==> config.mk <==
export PLATFORM = sky130hd
export DESIGN_NAME = ysyx_25030077_operand_stage
export DESIGN_NICKNAME = d
export VERILOG_FILES = /design/src/rtl/ysyx_25030077_operand_stage.sv
export SDC_FILE = /design/constraint.sdc
export NUM_CORES = 1
export LEC_CHECK = 0
export CAP_MARGIN = 0
export CELL_PAD_IN_SITES_DETAIL_PLACEMENT = 1
export CELL_PAD_IN_SITES_GLOBAL_PLACEMENT = 1
export CORE_MARGIN = 2
export CORE_UTILIZATION = 32
export CTS_CLUSTER_SIZE = 40
export DETAILED_ROUTE_END_ITERATION = 7
export HOLD_SLACK_MARGIN = 0.05
export PLACE_DENSITY_LB_ADDON = 0.25
export SLEW_MARGIN = 10
export SYNTH_ARGS = -nofsm -noshare
export SYNTH_HDL_FRONTEND = slang
export SYNTH_SLANG_ARGS = --single-unit
==> constraint.sdc <==
create_clock -name clock -period 2.4 [get_ports clock]
set_input_delay 0.6 -clock clock [delete_from_list [all_inputs] [get_ports clock]]
set_output_delay 0.6 -clock clock [all_outputs]
set_load 0.01 [all_outputs]
==> src/rtl/ysyx_25030077_operand_stage.sv <==
// Registered ALU operand-select stage with a valid/ready handshake and one-entry skid buffer.
// Optional writeback forwarding into rs1/rs2 is enabled by defining OPSEL_FWD_EN.
module ysyx_25030077_operand_stage #(
    parameter int unsigned XLEN   = 32,
    parameter int unsigned SEL_W  = 3,
    parameter int unsigned REG_AW = 5
) (
    input  logic              clock,
    input  logic              reset,
    input  logic              in_valid,
    output logic              in_ready,
    input  logic [SEL_W-1:0]  in_sel,
    input  logic [REG_AW-1:0] in_rs1_idx,
    input  logic [REG_AW-1:0] in_rs2_idx,
    input  logic [XLEN-1:0]   in_rs1_data,
    input  logic [XLEN-1:0]   in_rs2_data,
    input  logic [XLEN-1:0]   in_imm,
    input  logic [XLEN-1:0]   in_pc,
    input  logic [XLEN-1:0]   in_mem_data,
    input  logic              fwd_valid,
    input  logic [REG_AW-1:0] fwd_rd,
    input  logic [XLEN-1:0]   fwd_data,
    input  logic              flush,
    output logic              out_valid,
    input  logic              out_ready,
    output logic [XLEN-1:0]   out_data_1,
    output logic [XLEN-1:0]   out_data_2
);

    localparam logic [1:0] ST_EMPTY = 2'd0;
    localparam logic [1:0] ST_ONE   = 2'd1;
    localparam logic [1:0] ST_FULL  = 2'd2;

    logic [1:0]      state_q, state_d;
    logic [XLEN-1:0] out1_q, out1_d, out2_q, out2_d;
    logic [XLEN-1:0] skid1_q, skid1_d, skid2_q, skid2_d;
    logic [XLEN-1:0] rs1_val, rs2_val;
    logic [XLEN-1:0] op1, op2;
    logic            accept;

`ifdef OPSEL_FWD_EN
    // Index 0 is the hardwired zero register and is never forwarded.
    assign rs1_val = (fwd_valid && (fwd_rd == in_rs1_idx) && (in_rs1_idx != '0)) ? fwd_data : in_rs1_data;
    assign rs2_val = (fwd_valid && (fwd_rd == in_rs2_idx) && (in_rs2_idx != '0)) ? fwd_data : in_rs2_data;
`else
    logic unused_fwd;
    assign unused_fwd = ^{fwd_valid, fwd_rd, fwd_data, in_rs1_idx, in_rs2_idx};
    assign rs1_val    = in_rs1_data;
    assign rs2_val    = in_rs2_data;
`endif

    always_comb begin
        op1 = rs1_val;
        op2 = in_imm;
        case (in_sel)
            SEL_W'(1): begin op1 = in_pc;       op2 = in_imm;     end
            SEL_W'(2): begin op1 = in_mem_data; op2 = '0;         end
            SEL_W'(3): begin op1 = rs1_val;     op2 = rs2_val;    end
            SEL_W'(4): begin op1 = in_pc;       op2 = XLEN'(4);   end
            SEL_W'(5): begin op1 = '0;          op2 = in_imm;     end
            default:   begin op1 = rs1_val;     op2 = in_imm;     end
        endcase
    end

    assign in_ready   = reset && (state_q != ST_FULL);
    assign accept     = in_valid && in_ready;
    assign out_valid  = (state_q != ST_EMPTY);
    assign out_data_1 = out1_q;
    assign out_data_2 = out2_q;

    always_comb begin
        state_d = state_q;
        out1_d  = out1_q;
        out2_d  = out2_q;
        skid1_d = skid1_q;
        skid2_d = skid2_q;
        if (flush) begin
            state_d = ST_EMPTY;
        end else begin
            case (state_q)
                ST_EMPTY: begin
                    if (accept) begin
                        state_d = ST_ONE;
                        out1_d  = op1;
                        out2_d  = op2;
                    end
                end
                ST_ONE: begin
                    if (out_ready && accept) begin
                        out1_d = op1;
                        out2_d = op2;
                    end else if (out_ready) begin
                        state_d = ST_EMPTY;
                    end else if (accept) begin
                        state_d = ST_FULL;
                        skid1_d = op1;
                        skid2_d = op2;
                    end
                end
                ST_FULL: begin
                    if (out_ready) begin
                        state_d = ST_ONE;
                        out1_d  = skid1_q;
                        out2_d  = skid2_q;
                    end
                end
                default: state_d = ST_EMPTY;
            endcase
        end
    end

    always_ff @(posedge clock) begin
        if (!reset) begin
            state_q <= ST_EMPTY;
            out1_q  <= '0;
            out2_q  <= '0;
            skid1_q <= '0;
            skid2_q <= '0;
        end else begin
            state_q <= state_d;
            out1_q  <= out1_d;
            out2_q  <= out2_d;
            skid1_q <= skid1_d;
            skid2_q <= skid2_d;
        end
    end

endmodule
==> metrics.txt <==
status completed; diode count 0; unrepaired setup endpoints after global routing no; H-Tree Depth 4; # hold bufs at CTS 0; Die X 151 um; sequential share of power a little under two fifths; dpl hpwl 17.2 mm; cell taking the most area after synthesis dfxtp_1; gpl congestion 0.764; CP Data Arrival Time 2.62 ns; Worst slew margin between 50% and 60%; Psw 1670 uW; commonest non-fill, non-tap cell in the layout clkdlybuf4s50_1; first-pass GRT wire length 39.1 mm; syn_area_per_cell 9.37 um2; Post-Synth Adder-Cell Area 0%; largest cells by area after synthesis dfxtp_1, a221oi_2, nor4bb_1; final worst-path cycle share 94.3%; post-synthesis register bit count between 100 and 150; largest family of logic cells by synthesized area compound AO/OA/AOI/OAI gates; max frequency 442 MHz; IR Drop Worst-Case VDD 425 uV; Tightest Pin Transition between 0.6 and 0.7 ns; yosys warns 0; Sink Count 130; Rows 53; Post-CTS Setup Bufs 0; Post-synth ARST share 0%; die area 22900 um2; CTS tree yes; WP data required 2.76 ns; dpl ws -0.232 ns; placed insts 1204; Layout area overhead 49.6%; Remaining Overflow, GRT 0; Pre-antenna DRT Iters 4; Synth top area share 37.4%; buffer depth of the longest clock path 2; fin crit period roughly 2.3 ns; Layout Cells excl Fill 1236; sw frac about 28%; Avg WL per Cell 20.0 um; largest net degree at the start of global routing 90; Die H 151 um; clk_lat worst skew 0.42 ns; starting density of the core 32.9%; cts bufs inserted 17; share of cells above drive strength 1 between 10% and 20%; worst hold path class register to register; Clock Skew ~0.0096 ns; Pwr per Cell Area 566 nW/um2; Int Pwr roughly 4200 uW; Vias between 7000 and 8000; CP startpoint kind primary input; DR iter-0 viols 309; Nets approximately 1200; crit end category register; vias in the first global route about 7400; Fill cells 2369; max-slew violations 0; commonest non-fill, non-tap cells in the layout clkdlybuf4s50_1, dfxtp_1, nand3_1, o21ai_1, buf_4; DRT antenna net count 0; PortBufs 233; Fin. Hold Viols 0; Fin Setup TNS 0 ns; number of synthesized flops with an enable pin 0; core area around 21000 um2; DR vias/cell 5.87; gr usage total 21.6%; Mapped Cells 742; DRC viols 0; sequential-to-total area share from yosys stat 37.4%; combinational group share of total power approximately 19%; fin worst setup slack about 0.14 ns; count of unique library cells instantiated by Yosys 40; most common flop cell mapped by yosys dfxtp_1; antenna violations before repair 0; Synth Area in Compound Gates 39.0%; Worst-path clk slew 0.06 ns; Max Cap Viol 0; final setup fails 0; Mapped Area ~7000 um2; leakage power approximately 0.0035 uW; xor and xnor area share after synthesis 0%; Simple-Gate Fraction of Synth Area 11.1%; mux cell area share after synthesis roughly 5.6%; Root Buffer clkbuf_16; Tot Pwr a little under 6000 uW; Syn Nets roughly 960; post-cts repair resize count 1; critical path type primary input to register; final WL approximately 25 mm; clock power share 43.4%; crit-path max FO 14; io pins 282
[path summary, 6_finish.rpt]
check	endpoint	cells after the start	slack [ns]	startpoint
setup reg to reg	out_data_1[11]	5	0.41	state_q[0]
setup / recovery	out_data_1[11]	6	0.14	in_sel[1]
hold / removal	out_data_1[14]	1	0.48	out_data_1[14]
hold reg to reg	out_data_1[14]	1	0.48	out_data_1[14]
[cells by family after synthesis]
kind of cell,count (synthesis)
buffers and inverters,104
AOI/OAI and AO/OA,359
and+or+nand+nor,117
muxes,32
DFF,130
[stage by stage]
stage                     hold WS [ns]  util (%)  area [um2]
after floorplan                  0.491         -        6950
after global placement           0.458      46.5        9830
after detailed placement         0.466      46.5        9830
after CTS                        0.484      49.2       10400
after global routing             0.495      49.2       10400
final                            0.478      49.2       10400
[metal layers]
layer	global-route usage, %	routed length (um)	vias to the layer above
met2	36.7	11900	203
li1	-	-	3474
met1	26.7	10700	3543
met3	5.63	1600	40
met5	0	0	-
met4	6.78	474	0
[power by group through the flow]
stage | sequential, uW | combinational (uW) | clock, uW
after global routing | 2250 | 1170 | 2710
after CTS | 2250 | 1090 | 2610
after floorplan | 2310 | 470 | 0
after global placement | 2290 | 1070 | 0
after detailed placement | 2300 | 1090 | 0
final | 2250 | 1090 | 2550
[flip-flops by register name (all words and copies together), names as in the netlist]
register / cells
out_data_1: 32
out_data_2: 32
skid1_q: 32
skid2_q: 32
state_q: 2
[area by class of cell]
class	instances	area, um2	share of cell area [%]
clock buffers	18	439	4.22
clock inverters	14	133	1.27
well taps	275	344	3.31
repair buffers	289	2970	28.6
inverters	2	7.51	0.0722
flip-flops and latches	130	2600	25.0
multi-input cells	508	3910	37.5
[worst max-delay path, stage by stage]
cell,delay (ns)
clkdlybuf4s50_1,0.54
nor2_4,0.52
buf_4,0.29
a221oi_2,0.10
a311oi_1,0.41
a31o_1,0.15
[cells in the mapped netlist (all sizes together), types with 4 or more instances]
master / n
nand3: 64
nor2: 5
a221oi: 33
a31oi: 32
nor4bb: 33
buf: 61
a21oi: 34
o221ai: 32
o21ai: 96
a32oi: 32
clkbuf: 41
dfxtp: 130
a22oi: 31
nand2b: 4
mux2: 32
a311oi: 32
a31o: 32
Power figures use the tool's default switching activity.
